--- src/rtl/uart_pkg.sv ---
// Shared UART definitions: FSM state encoding, parity modes and line levels.
// Used by both the transmitter and the receiver.
package uart_pkg;

    // Serial frame phases
    typedef enum logic [2:0] {
        ST_IDLE   = 3'd0,
        ST_START  = 3'd1,
        ST_DATA   = 3'd2,
        ST_PARITY = 3'd3,
        ST_STOP   = 3'd4
    } uart_state_e;

    // Parity modes
    localparam int PARITY_NONE = 0;
    localparam int PARITY_EVEN = 1;
    localparam int PARITY_ODD  = 2;

    // Level of an idle line (also the stop-bit level)
    localparam logic LINE_IDLE = 1'b1;

    // Parity bit to transmit, given the XOR of all data bits
    function automatic logic parity_bit(input logic data_xor, input int mode);
        return (mode == PARITY_ODD) ? ~data_xor : data_xor;
    endfunction

endpackage

--- src/rtl/uart_tx.sv ---
// UART transmitter: start bit, LSB-first data, optional parity, 1-2 stop bits.
// A one-entry holding register lets the host queue the next byte mid-frame.
module uart_tx
    import uart_pkg::*;
#(
    parameter int DATA_BITS = 8,
    parameter int PARITY    = PARITY_NONE,
    parameter int STOP_BITS = 1
) (
    input  logic                 clock,
    input  logic                 reset_n,
    input  logic                 i_baud_tick,
    input  logic [DATA_BITS-1:0] i_tx_data,
    input  logic                 i_tx_valid,
    output logic                 o_tx_ready,
    output logic                 o_txd,
    output logic                 o_busy
);

    uart_state_e          r_state;
    uart_state_e          w_state_next;
    logic [DATA_BITS-1:0] r_hold;
    logic                 r_hold_full;
    logic [DATA_BITS-1:0] r_shift;
    logic [2:0]           r_bit_cnt;
    logic                 r_par;
    logic                 r_stop_cnt;
    logic                 r_txd;

    logic                 w_accept;
    logic                 w_load;
    logic                 w_last_bit;
    logic                 w_last_stop;
    logic                 w_hold_full_next;
    logic [DATA_BITS-1:0] w_shift_next;
    logic [2:0]           w_bit_cnt_next;
    logic                 w_par_next;
    logic                 w_stop_cnt_next;
    logic                 w_txd_next;

    assign o_tx_ready  = !r_hold_full && reset_n;
    assign o_txd       = r_txd;
    assign o_busy      = (r_state != ST_IDLE) || r_hold_full;
    assign w_accept    = i_tx_valid && o_tx_ready;
    assign w_last_bit  = (r_bit_cnt == 3'(DATA_BITS - 1));
    assign w_last_stop = (r_stop_cnt == 1'(STOP_BITS - 1));

    // State register plus the holding/shift datapath
    always_ff @(posedge clock) begin
        // NOTE: datapath registers are reset too, so an abandoned frame leaves no stale byte or count behind.
        if (!reset_n) begin
            r_state     <= ST_IDLE;
            r_hold      <= '0;
            r_hold_full <= 1'b0;
            r_shift     <= '0;
            r_bit_cnt   <= '0;
            r_par       <= 1'b0;
            r_stop_cnt  <= 1'b0;
            r_txd       <= LINE_IDLE;
        end else begin
            // NOTE: non-blocking assignments so every register sees the pre-edge values of the others.
            r_state     <= w_state_next;
            r_hold_full <= w_hold_full_next;
            r_shift     <= w_shift_next;
            r_bit_cnt   <= w_bit_cnt_next;
            r_par       <= w_par_next;
            r_stop_cnt  <= w_stop_cnt_next;
            r_txd       <= w_txd_next;
            if (w_accept) begin
                r_hold <= i_tx_data;
            end
        end
    end

    // Next-state logic: every transition waits for a baud tick
    always_comb begin
        // NOTE: default first so no path leaves the next state unassigned (no latch).
        w_state_next = r_state;
        if (i_baud_tick) begin
            unique case (r_state)
                ST_IDLE:   if (r_hold_full) w_state_next = ST_START;
                ST_START:  w_state_next = ST_DATA;
                ST_DATA:   if (w_last_bit) w_state_next = (PARITY != PARITY_NONE) ? ST_PARITY : ST_STOP;
                ST_PARITY: w_state_next = ST_STOP;
                ST_STOP:   if (w_last_stop) w_state_next = r_hold_full ? ST_START : ST_IDLE;
                default:   w_state_next = ST_IDLE;
            endcase
        end
    end

    // Output/datapath logic: next line level, shifter, counters and handshake
    always_comb begin
        w_load          = 1'b0;
        w_txd_next      = r_txd;
        w_shift_next    = r_shift;
        w_bit_cnt_next  = r_bit_cnt;
        w_par_next      = r_par;
        w_stop_cnt_next = r_stop_cnt;
        if (i_baud_tick) begin
            unique case (r_state)
                ST_IDLE: begin
                    if (r_hold_full) begin
                        w_load       = 1'b1;
                        w_shift_next = r_hold;
                        w_par_next   = 1'b0;
                        w_txd_next   = 1'b0;
                    end
                end
                ST_START: begin
                    w_txd_next     = r_shift[0];
                    w_shift_next   = r_shift >> 1;
                    w_par_next     = r_par ^ r_shift[0];
                    w_bit_cnt_next = '0;
                end
                ST_DATA: begin
                    if (w_last_bit) begin
                        w_txd_next      = (PARITY != PARITY_NONE) ? parity_bit(r_par, PARITY) : LINE_IDLE;
                        w_stop_cnt_next = 1'b0;
                    end else begin
                        w_txd_next     = r_shift[0];
                        w_shift_next   = r_shift >> 1;
                        w_par_next     = r_par ^ r_shift[0];
                        w_bit_cnt_next = r_bit_cnt + 3'd1;
                    end
                end
                ST_PARITY: begin
                    w_txd_next      = LINE_IDLE;
                    w_stop_cnt_next = 1'b0;
                end
                ST_STOP: begin
                    if (w_last_stop) begin
                        if (r_hold_full) begin
                            w_load       = 1'b1;
                            w_shift_next = r_hold;
                            w_par_next   = 1'b0;
                            w_txd_next   = 1'b0;
                        end else begin
                            w_txd_next = LINE_IDLE;
                        end
                    end else begin
                        w_stop_cnt_next = 1'b1;
                    end
                end
                default: w_txd_next = LINE_IDLE;
            endcase
        end
        // Accept needs an empty holder and load needs a full one, so they never coincide
        w_hold_full_next = w_accept ? 1'b1 : (w_load ? 1'b0 : r_hold_full);
    end

endmodule

--- config.mk ---
export PLATFORM = sky130hd
export DESIGN_NAME = uart_tx
export DESIGN_NICKNAME = d
export VERILOG_FILES = /design/src/rtl/uart_pkg.sv /design/src/rtl/uart_tx.sv
export SDC_FILE = /design/constraint.sdc
export NUM_CORES = 1
export LEC_CHECK = 0
export BUFFER_PORTS_ARGS = -buffer_cell sky130_fd_sc_hd__clkbuf_2
export CAP_MARGIN = 20
export CORE_AREA = 5 5 56 58
export DETAILED_ROUTE_END_ITERATION = 12
export DIE_AREA = 0 0 61 63
export PLACE_DENSITY = 0.81
export SETUP_SLACK_MARGIN = 0.05
export SYNTH_ARGS = -nofsm -noshare
export SYNTH_HDL_FRONTEND = slang
export SYNTH_SLANG_ARGS = --single-unit
--- constraint.sdc ---
create_clock -name clock -period 1.5 [get_ports clock]
set_input_delay 0.075 -clock clock [delete_from_list [all_inputs] [get_ports clock]]
set_output_delay 0.075 -clock clock [all_outputs]
set_load 0.005 [all_outputs]
# [After elaboration in Yosys (flattened, before gate mapping)]
# Cells that the tools add are included.
[word_totals] reg_bits=25 input_bits=12 output_inout_bits=3 wordCells=57
[op_classes] add_sub_neg=1 n_eq_ne=9 muxes=25 n_reduce_logical=15
[op_table] cell="$pmux W8 S4" count=1
[op_table] cell="$mux W8" count=3
[op_table] cell="$pmux W3 S5" count=1
[op_table] cell="$mux W1" count=12
[op_table] cell="$mux W3" count=4
[op_table] cell="$reduce_and A3 Y1" count=3
[op_table] cell="$ne A2 B2 Y1 const B" count=4
[op_table] cell="$reduce_and A4 Y1" count=2
[op_table] cell="$eq A3 B2 Y1 const B" count=2
[op_table] cell="$eq A3 B3 Y1 const B" count=2
[op_table] cell="$pmux W3 S2" count=1
[op_table] cell="$reduce_bool A3 Y1" count=2
[op_table] cell="$pmux W1 S4" count=1
[op_table] cell="$reduce_bool A2 Y1" count=2
[op_table] cell="$reduce_bool A4 Y1" count=1
[op_table] cell="$add A3 B1 Y3 const B" count=1
[op_table] cell="$eq A3 B1 Y1 const B" count=1
[op_table] cell="$logic_not A3 Y1" count=1
[op_table] cell="$pmux W1 S3" count=1
[op_table] cell="$logic_and A1 B1 Y1" count=2
[op_table] cell="$pmux W1 S2" count=1
[op_table] cell="$logic_not A1 Y1" count=1
[op_table] cell="$logic_or A1 B1 Y1" count=1

# [Longest topological paths before layout]
# Gate-level depths: netlist (run 1).
[depth] word_depth=6 mapped_depth=7 mapped_depth_nobuf=6

# [Least setup slack after synthesis (run 1)]
# OpenSTA, ideal clock, no wires.
[synth_timing] path_kind="reg-to-reg" startpoint="reg r_bit_cnt[0]" endpoint="reg r_shift[0]" arrival_time_ns=1.437 t_required_ns=1.434 slack_ns=-0.003 path_stages_with_launch=8 path_buffers=1 synth_period_minus_slack_ns=1.503 path_cell_list="dfxtp_1 -> ha_1 -> ha_1 -> nor4b_2 -> a32o_2 -> buf_6 -> o21ai_2 -> a21oi_2"
[synth_via] elab_chain_len=3
[synth_rtl] element="from (decl)" line="uart_tx.sv:25" source="logic [2:0] r_bit_cnt;"
[synth_rtl] element="from (signal assigned)" line="uart_tx.sv:65" source="r_bit_cnt <= w_bit_cnt_next;"
[synth_rtl] element="$eq A3 B3 Y1" line="uart_tx.sv:45" source="assign w_last_bit = (r_bit_cnt == 3'(DATA_BITS - 1));"
[synth_rtl] element="$ne A2 B2 Y1 (no line)"
[synth_rtl] element="$reduce_and A4 Y1 (no line)"
[synth_rtl] element="to (signal assigned)" line="uart_tx.sv:64" source="r_shift <= w_shift_next;"
[synth_rtl] element="to (decl)" line="uart_tx.sv:24" source="logic [DATA_BITS-1:0] r_shift;"
# Every way passes these cells.
# A chain may end at the register's enable or synchronous reset.

# [Worst setup path after layout (run 1)]
[layout_timing] startpoint="reg r_bit_cnt[1]" endpoint="reg r_shift[5]"
# The elaborated chain is that of the path after synthesis.

==> out/qor.yml, run 1 <==
timing:
  timing_worst_slew_pin_value_ns: 0.442
  worst_slew_margin_rel: 0.705
  finalCriticalPeriod_ns: 1.52
  slew_viol_final: 0
  final.setup_skew_ns: 0.00351
  finalHoldViolations: 0
  finalSetupViolCount: 1
  max_fclk_mhz: 660
  whs_ns: 0.0102
  postLayoutSetupSlackWorst_ns: -0.0161
  fin_crit_sh: 1.01
  unrepaired_setup_endpoints_after_global_routing: "true"
setup_path:
  endpoint: "r_shift[5]"
  crit_start: "r_bit_cnt[1]"
  endpoint_kind: "flop"
  critical_path_class: "reg -> reg"
  endpoint_arrival_time_on_the_critical_path_ns: 1.74
  worstPathRequired_ns: 1.72
  worstReg2RegEnd: "r_shift[5]"
  reg2reg_setup_slack_ns: -0.02
  path_max_fanout: 8
  cp_launch_type: "flop"
  regToRegStartpoint: "r_bit_cnt[1]"
  depth_of_the_most_critical_reg_to_reg_path: 7
floorplan:
  die_x_um: 61
  floorplan.core_area_um2: 2620
  floorplan.rows: 19
  die_h_um: 63
  i_o_pins: 15
  die_area_um2: 3840
  start_util: 0.461
yosys:
  postSynthRegisterBits: 24
  synthesis.instances: 122
  number_of_warnings_reported_in_the_yosys_synthesis_log: 0
  dominantRegCellSynth: "dfxtp_1"
  asyncSetResetFlopFracSynth: 0
  postSynthAreaPerCell_um2: 9.89
  summed_instance_area_of_the_synthesized_netlist_um2: 1210
  syn-num-nets: 136
  count_of_flip_flops_with_a_built_in_enable_after_synthesis: 0
  synth_sequential_area_ratio: 0.398
  post_synth_num_cell_types: 35
routing:
  routed_wirelength_um: 2290
  drt-vias-per-instance: 5.36
  final_antenna_net_count: 0
  detailroute.via_count: 943
  first_drt_iteration_drcs: 12
  routed_wire_length_per_instance_um: 13.0
  first_pass_iters: 4
  remaining_drc_errors: 0
clock_tree:
  cts_root_buffer: "clkbuf_4"
  cts_tree: "yes"
  ctsLongestPathBuffers: 2
  clkSinkCount: 24
  clkLatencyLatePin_ns: 0.31
  htree_num_levels: 1
  clock_pin_slew_reported_for_the_worst_setup_and_hold_paths_after_clock_tree_synthesis_ns: 0.13
  tritoncts.num_buffers: 3
final_layout:
  multiInputGateArea_um2: 716
  ff_latch_area_um2: 484
  syn2layout_area_growth_pct: 23.9
  antennaDiodeCount: 0
  fillCellCount: 228
  final_layout_size_suffix_gt1_frac: 0.324
  num-nets-final: 160
place:
  io_buffer_count: 14
  pre_cts_ws_ns: -0.0247
  detailedPlacementHpwl_um: 1550
  finalWeightedCongestion: 0.727
grt:
  use_met1: 0.153
  gr-max-usage-layer: "met2"
  grt_antenna_before_repair: 0
  gr-usage-all-layers: 0.126
  grt_start_max_net_pins: 26
  met3_usage: 0.0393
  grt_first_pass_wirelength_um: 3770
  grt-ovfl-total: 0
  grt_pass1_vias: 903
  grt_use_met2: 0.211
worst_hold_path:
  hold_path_class: "in -> reg"
  timing.hold.worst.start: "i_tx_data[6]"
power:
  power.static_leakage_nw: 0.580
  irDropWorstVdd_mv: 0.736
  power.density_nw_per_um2: 942
run_status:
  failed_checks: "setup timing"
  status: "finished with violations"
run:
  max-cap-violations: 0
-- worst min-delay path by stage --
stage	endpoint	slack [ns]	depth (start not counted)
floorplan	r_hold_full	0.23	2
global placement	r_hold_full	0.33	3
detailed placement	r_hold[1]	0.34	3
CTS	r_hold[6]	0.001	3
global route	r_hold[5]	0.009	3
finish	r_hold[6]	0.01	3
-- per-layer routing --
metal | vias up | part of all wire | wire length (um)
li1 | 478 | - | -
met1 | 452 | 0.44 | 1010
met2 | 13 | 0.52 | 1190
met3 | 0 | 0.038 | 87
met4 | 0 | 0 | 0
met5 | - | 0 | 0
-- cells by family (layout without fill, tap and decap cells) --
family	count (synthesis)	in the layout	synth area share
mux	15	15	0.124
buf+inv	8	31	0.0446
flops	24	24	0.398
xor+xnor	1	1	0.0135
compound gates	34	34	0.203
simple gates	38	38	0.195
fa+ha+maj	2	2	0.0207
-- metrics by stage --
stage	total power, W	utilization	TNS (ns)	area [um2]	cells
global route	0.00147	0.571	-0.839	1490	176
floorplan	0.000863	-	0	1220	122
CTS	0.00140	0.543	-0.0249	1420	171
global placement	0.000914	0.510	0	1330	165
finish	0.00141	0.571	-0.0161	1490	176
detailed placement	0.000923	0.510	-0.0607	1330	165
-- registers in the layout (all words and copies together), names as in the netlist --
| name | flops |
|---|---|
| r_shift | 8 |
| r_hold | 8 |
| r_bit_cnt | 3 |
| o_txd | 1 |
| r_hold_full | 1 |
| r_state | 3 |
-- cells in the mapped netlist, drive strengths merged (2+ instances only) --
master | number | share of area
a21boi | 5 | 0.031
a21oi | 9 | 0.047
buf | 7 | 0.041
dfxtp | 24 | 0.40
ha | 2 | 0.021
mux2i | 15 | 0.12
nand2 | 7 | 0.022
nand2b | 3 | 0.016
nor2 | 5 | 0.029
nor2b | 14 | 0.073
nor3b | 2 | 0.012
o2111ai | 2 | 0.015
o21ai | 11 | 0.055
-- report_power, final --
| part | total, W | leakage (nW) | internal, W | switching, W |
|---|---|---|---|---|
| registers | 0.000705 | 0.198 | 0.000676 | 0.0000290 |
| logic | 0.000235 | 0.354 | 0.000129 | 0.000106 |
| clock network | 0.000467 | 0.0279 | 0.000270 | 0.000196 |
-- layout by cell type (no fill, tap or decap), drive strengths merged, types with 2 or more instances in the layout --
cell,netlist,routed
dfxtp,24,24
clkbuf,1,18
mux2i,15,15
nor2b,14,14
o21ai,11,11
buf,7,10
a21oi,9,9
nand2,7,7
a21boi,5,5
nor2,5,5
nand2b,3,3
o2111ai,2,2
ha,2,2
dlygate4sd3,0,2
nor3b,2,2
-- worst max-delay path: stages, from the launching register on --
cell and delay (ns):
dfxtp_2 0.36, ha_4 0.16, ha_4 0.17, nor4b_4 0.20
a32o_2 0.22, clkbuf_16 0.17, buf_4 0.10, a21oi_2 0.04
-- layout make-up --
class                           instances  share of cell area
Clock buffer                            3              0.0151
Clock inverter                          1              0.0201
Timing Repair Buffer                   27               0.136
Multi-Input combinational cell         90               0.479
Sequential cell                        24               0.324
Tap cell                               31              0.0260
-- what timing repair did --
item	in CTS	in global routing
hold buffers	2	0
endpoints found under the hold margin	2	0
setup endpoints to repair	10	10
gates cloned	0	1
resized for setup	4	5
pin swaps	1	1
setup buffers	0	4
Power figures use the tool's default switching activity.
==> inputs of run 2 (changes only) <==
CELL_PAD_IN_SITES_DETAIL_PLACEMENT = 1   (was not set)
CELL_PAD_IN_SITES_GLOBAL_PLACEMENT = 1   (was not set)
CORE_AREA = 5 5 62 64   (was 5 5 56 58)
DIE_AREA = 0 0 67 69   (was 0 0 61 63)
PLACE_DENSITY = 0.82   (was 0.81)
SETUP_SLACK_MARGIN = 0.2   (was 0.05)
==> run 2 against run 1 <==
Against the previous run:
- the flow still finishes with violations (setup timing)
- clock power decreased by 27%
- die area increased by 20%
- final area increased by 3.4%
- critical path type unchanged
- largest cell class unchanged
- largest power group unchanged
==> out/qor.yml, run 2 (same netlist as run 1, synthesis figures left out) <==
timing:
  finalCriticalPeriod_ns: 1.51  # -0.00199 ns
  finalHoldViolations: 0  # unchanged
  fin_crit_sh: 1.01  # -0.00133
  final.setup_skew_ns: 0.00502  # +0.00151 ns
  unrepaired_setup_endpoints_after_global_routing: "true"
  whs_ns: 0.0168  # +0.00665 ns
  worst_slew_margin_rel: 0.696  # -0.00967
  max_fclk_mhz: 660  # +0.13%
  timing_worst_slew_pin_value_ns: 0.457  # +0.0145 ns
  slew_viol_final: 0  # unchanged
  postLayoutSetupSlackWorst_ns: -0.0141  # +0.00199 ns
  finalSetupViolCount: 2  # +1
clock_tree:
  ctsLongestPathBuffers: 2  # unchanged
  cts_root_buffer: "clkbuf_4"
  tritoncts.num_buffers: 3  # unchanged
  clkLatencyLatePin_ns: 0.31  # about the same
  htree_num_levels: 1  # unchanged
  cts_tree: "yes"
  clock_pin_slew_reported_for_the_worst_setup_and_hold_paths_after_clock_tree_synthesis_ns: 0.13  # about the same
  clkSinkCount: 24  # unchanged
floorplan:
  die_h_um: 69  # +9.5%
  die_x_um: 67  # +9.8%
  die_area_um2: 4620  # +20%
  i_o_pins: 15  # unchanged
  floorplan.rows: 21  # +2
  start_util: 0.373  # -0.0880
  floorplan.core_area_um2: 3230  # +24%
routing:
  routed_wire_length_per_instance_um: 14.3  # +10%
  drt-vias-per-instance: 4.96  # -7.5%
  first_pass_iters: 4  # unchanged
  detailroute.via_count: 947  # +0.42%
  final_antenna_net_count: 0  # unchanged
  routed_wirelength_um: 2740  # +20%
  remaining_drc_errors: 0  # unchanged
  first_drt_iteration_drcs: 61  # +49
power:
  irDropWorstVdd_mv: 0.511  # -31%
  power.density_nw_per_um2: 831  # -12%
  power_w: 0.00128  # -8.7%
  power.static_leakage_nw: 0.577  # -0.49%
final_layout:
  final_layout_size_suffix_gt1_frac: 0.393  # +0.0690
  antennaDiodeCount: 0  # unchanged
  mostFrequentLayoutCells: "dfxtp_1, mux2i_1, clkbuf_2"
  syn2layout_area_growth_pct: 28.1
  layout.cells.most_common: "dfxtp_1"
  final_util: 0.478  # -0.0932
  reg.largest.list: "r_hold (8), r_shift (8)"
  fillCellCount: 377  # +65%
  postLayoutCellArea_um2: 1550  # +3.4%
  num-nets-final: 160  # unchanged
  layoutNonFillerInstCount: 191  # +8.5%
place:
  dpl.cell_count: 184  # +12%
  detailedPlacementHpwl_um: 1960  # +27%
  io_buffer_count: 14  # unchanged
  place_area_um2: 1380  # +3.7%
  finalWeightedCongestion: 0.744  # +2.3%
setup_path:
  endpoint_kind: "flop"
  timing.critical_path.slowest_cell_delay_ns: 0.36  # about the same
  path_max_fanout: 16  # +8
  worst_path_most_repeated_cell: "ha_4"
  cpLargestDelayFamily: "compound AO/OA/AOI/OAI gates"
  worst_path_cell_with_the_longest_stage_delay: "dfxtp_2"
  worstPathRequired_ns: 1.75  # +0.03 ns
  path_cells: "ha_4, ha_4, nor4b_4, a32o_2, buf_12, o21ai_0, a21oi_1"
  critical_path_class: "reg -> reg"
  crit_buf_inv: 1  # -1
  endpoint_arrival_time_on_the_critical_path_ns: 1.77  # +0.03 ns
  cp_launch_type: "flop"
  reg2reg_setup_slack_ns: -0.01  # about the same
grt:
  grt-ovfl-total: 0  # unchanged
  grt_antenna_before_repair: 0  # unchanged
  grt_pass1_vias: 1043  # +16%
  grt_start_max_net_pins: 26  # unchanged
  grt_first_pass_wirelength_um: 4750  # +26%
  gr-usage-all-layers: 0.131  # +0.00474
run:
  max-cap-violations: 0  # unchanged
worst_hold_path:
  hold_path_class: "in -> reg"
run_status:
  failed_checks: "setup timing"
  status: "finished with violations"
## run 2: final timing paths
check / endpoint / start / cells past startpoint
min: r_hold[6] / i_tx_data[6] / 3
max reg2reg: r_shift[2] / r_bit_cnt[1] / 7
min reg2reg: r_shift[7] / r_shift[7] / 2
max: r_shift[2] / r_bit_cnt[1] / 7
## run 2: through the flow
stage               setup TNS [ns]  worst slack (ns)
floorplan                        0             0.101
global placement            -0.111           -0.0299
detailed placement          -0.753            -0.121
CTS                              0           0.00213
global route                -0.621            -0.112
finish                     -0.0157           -0.0141
## run 2: per-layer routing
metal | GRT usage | routed length [um] | vias up
met4 | 0.0338 | 8 | 0
met1 | 0.157 | 1170 | 455
met5 | 0 | 0 | -
met2 | 0.230 | 1480 | 11
li1 | - | - | 479
met3 | 0.0260 | 86 | 2
## run 2: layout make-up
| cell class | instances | area (um2) | share of cell area |
|---|---|---|---|
| well taps | 46 | 57.6 | 0.0372 |
| clock buffers | 4 | 36.3 | 0.0235 |
| repair buffers | 27 | 193 | 0.125 |
| flip-flops and latches | 24 | 489 | 0.317 |
| multi-input cells | 90 | 769 | 0.498 |
## run 2: report_power, final
group | internal [W] | leakage (nW) | total, W | switching (W)
Sequential | 0.000676 | 0.199 | 0.000704 | 0.0000280
Combinational | 0.000123 | 0.357 | 0.000239 | 0.000116
Clock | 0.000148 | 0.0210 | 0.000342 | 0.000193
Total | 0.000947 | 0.577 | 0.00128 | 0.000337
## run 2: worst register-to-register path, cell delays in order, from the launching register on
cell     delay [ns]
dfxtp_2        0.36
ha_4           0.16
ha_4           0.16
nor4b_4        0.20
a32o_2         0.20
buf_12         0.15
o21ai_0        0.09
a21oi_1        0.15
## run 2: what timing repair did
| item | 4_1_cts | 5_1_grt |
|---|---|---|
| endpoints found under the setup margin | 13 | 14 |
| buffers inserted | 1 | 0 |
| pin swaps | 4 | 8 |
| endpoints found under the hold margin | 0 | 2 |
| gates resized for setup | 10 | 12 |
| hold buffers | 0 | 2 |
==> inputs of run 3 (changes only) <==
clock period = 1.25 ns   (was 1.5 ns; I/O delays follow)
==> run 3 against run 2 <==
Against the previous run:
- the run still ends with setup timing left
- combinational power rose by 52%
- via count increased by 5.6%
- worst hold slack got worse by 0.010 ns
- global-route usage about the same
- sequential share of layout area shrank 3.8 points
==> out/qor.yml, run 3 (same netlist as run 1, synthesis figures left out) <==
final_layout:
  final_util: 0.547  # +0.0685
  layout.cells.most_common: "dfxtp_1"
  fillCellCount: 357  # -5.3%
  reg.largest.list: "r_hold (8), r_shift (8)"
  mostFrequentLayoutCells: "dfxtp_1, mux2i_1, clkbuf_2, buf_4, nor2b_1"
  syn2layout_area_growth_pct: 46.5
  final_layout_size_suffix_gt1_frac: 0.478  # +0.0852
  num-nets-final: 176  # +10%
  antennaDiodeCount: 0  # unchanged
  ff_latch_area_um2: 493  # +0.77%
  multiInputGateArea_um2: 801  # +4.1%
worst_hold_path:
  timing.hold.worst.start: "i_tx_data[1]"
  hold_path_class: "in -> reg"
setup_path:
  regToRegStartpoint: "r_bit_cnt[1]"
  endpoint_arrival_time_on_the_critical_path_ns: 1.81  # +0.04 ns
  endpoint_kind: "flop"
  worst_path_cell_with_the_longest_stage_delay: "dfxtp_2"
  path_cells: "ha_4, ha_4, nor4b_4, a32o_2, buf_12, o21ai_0, a21oi_1"
  crit_start: "r_bit_cnt[1]"
  worst_path_most_repeated_cell: "ha_4"
  cp_launch_type: "flop"
  worstPathRequired_ns: 1.49  # -0.26 ns
  path_max_fanout: 8  # -8
  critical_path_class: "reg -> reg"
  timing.critical_path.slowest_cell_delay_ns: 0.36  # about the same
floorplan:
  die_h_um: 69  # unchanged
  i_o_pins: 15  # unchanged
  die_area_um2: 4620  # unchanged
  die_x_um: 67  # unchanged
  start_util: 0.373  # unchanged
  floorplan.rows: 21  # unchanged
  floorplan.core_area_um2: 3230  # unchanged
timing:
  whs_ns: 0.00642  # -0.0104 ns
  finalCriticalPeriod_ns: 1.57  # +0.0514 ns
  finalHoldViolations: 0  # unchanged
  worst_slew_margin_rel: 0.691  # -0.00413
  timing_worst_slew_pin_value_ns: 0.463  # +0.00619 ns
  postLayoutSetupSlackWorst_ns: -0.316  # -0.301 ns
  final.setup.tns_ns: -3.51  # -3.49 ns
  fin_crit_sh: 1.25  # +0.243
  unrepaired_setup_endpoints_after_global_routing: "true"
  max_fclk_mhz: 639  # -3.3%
  final.setup_skew_ns: 0.00301  # -0.00201 ns
  slew_viol_final: 0  # unchanged
  finalSetupViolCount: 15  # +13
routing:
  first_drt_iteration_drcs: 39  # -36%
  routed_wire_length_per_instance_um: 14.4  # +0.87%
  first_pass_iters: 4  # unchanged
  detailroute.via_count: 1000  # +5.6%
  remaining_drc_errors: 0  # unchanged
  routed_wirelength_um: 2990  # +9.3%
  drt-vias-per-instance: 4.83  # -2.6%
  final_antenna_net_count: 0  # unchanged
grt:
  grt-ovfl-total: 0  # unchanged
  grt_antenna_before_repair: 0  # unchanged
  grt_pass1_vias: 1049  # +0.58%
  gr-usage-all-layers: 0.130  # -0.000398
  grt_start_max_net_pins: 26  # unchanged
  grt_first_pass_wirelength_um: 4720  # -0.74%
clock_tree:
  ctsLongestPathBuffers: 2  # unchanged
  clock_pin_slew_reported_for_the_worst_setup_and_hold_paths_after_clock_tree_synthesis_ns: 0.13  # about the same
  cts_tree: "yes"
  cts_root_buffer: "clkbuf_4"
  htree_num_levels: 1  # unchanged
  clkSinkCount: 24  # unchanged
  tritoncts.num_buffers: 3  # unchanged
  clkLatencyLatePin_ns: 0.31  # about the same
place:
  pre_cts_ws_ns: -0.292  # -0.171 ns
  detailedPlacementHpwl_um: 1950  # -0.59%
  finalWeightedCongestion: 0.788  # +5.9%
  io_buffer_count: 14  # unchanged
run:
  max-cap-violations: 0  # unchanged
run_status:
  status: "finished with violations"
  failed_checks: "setup timing"
power:
  irDropWorstVdd_mv: 0.514  # +0.61%
  power.density_nw_per_um2: 915  # +10%
  power_w: 0.00162  # +26%
  power.static_leakage_nw: 0.689  # +19%
-- run 3: worst paths after layout --
| check | end | slack, ns | cells after the start |
|---|---|---|---|
| min | r_hold[1] | 0.006 | 3 |
| max reg2reg | r_shift[4] | -0.32 | 7 |
| max | r_shift[4] | -0.32 | 7 |
| min reg2reg | o_txd | 0.48 | 2 |
-- run 3: worst max-delay path, delay by kind of cell (launching register included) --
kind | cells | cell delay (ns)
DFF | 1 | 0.36
and+or+nand+nor | 1 | 0.20
AOI/OAI and AO/OA | 3 | 0.47
buffers and inverters | 1 | 0.13
adders and majority gates | 2 | 0.33
-- run 3: where the power goes --
group	internal, W	switching, W
Clock	0.000178	0.000230
Combinational	0.000205	0.000159
Sequential	0.000810	0.0000354
-- run 3: layout make-up --
| cell class | instances | area share |
|---|---|---|
| Multi-Input combinational cell | 90 | 0.453 |
| Clock buffer | 4 | 0.0205 |
| Tap cell | 46 | 0.0326 |
| Sequential cell | 24 | 0.279 |
| Timing Repair Buffer | 43 | 0.215 |
-- run 3: timing repair --
item / in CTS / in global routing
gates resized for setup: 26 / 14
gates cloned: 0 / 1
buffers inserted: 7 / 4
endpoints found under the hold margin: 2 / 1
hold buffers: 2 / 1
pin swaps: 9 / 11
endpoints found under the setup margin: 26 / 26
-- run 3: per-stage QoR --
stage / cell area [um2] / cells
2_1_floorplan: 1240 / 122
3_3_place_gp: 1440 / 188
3_5_place_dp: 1440 / 188
4_1_cts: 1650 / 201
5_1_grt: 1770 / 207
6_report: 1770 / 207
-- run 3: layer usage --
layer | vias up | GRT usage | routed length [um]
met3 | 0 | 0.0195 | 64
met1 | 478 | 0.147 | 1260
li1 | 513 | - | -
met4 | 0 | 0.0405 | 0
met2 | 9 | 0.241 | 1670
met5 | - | 0 | 0
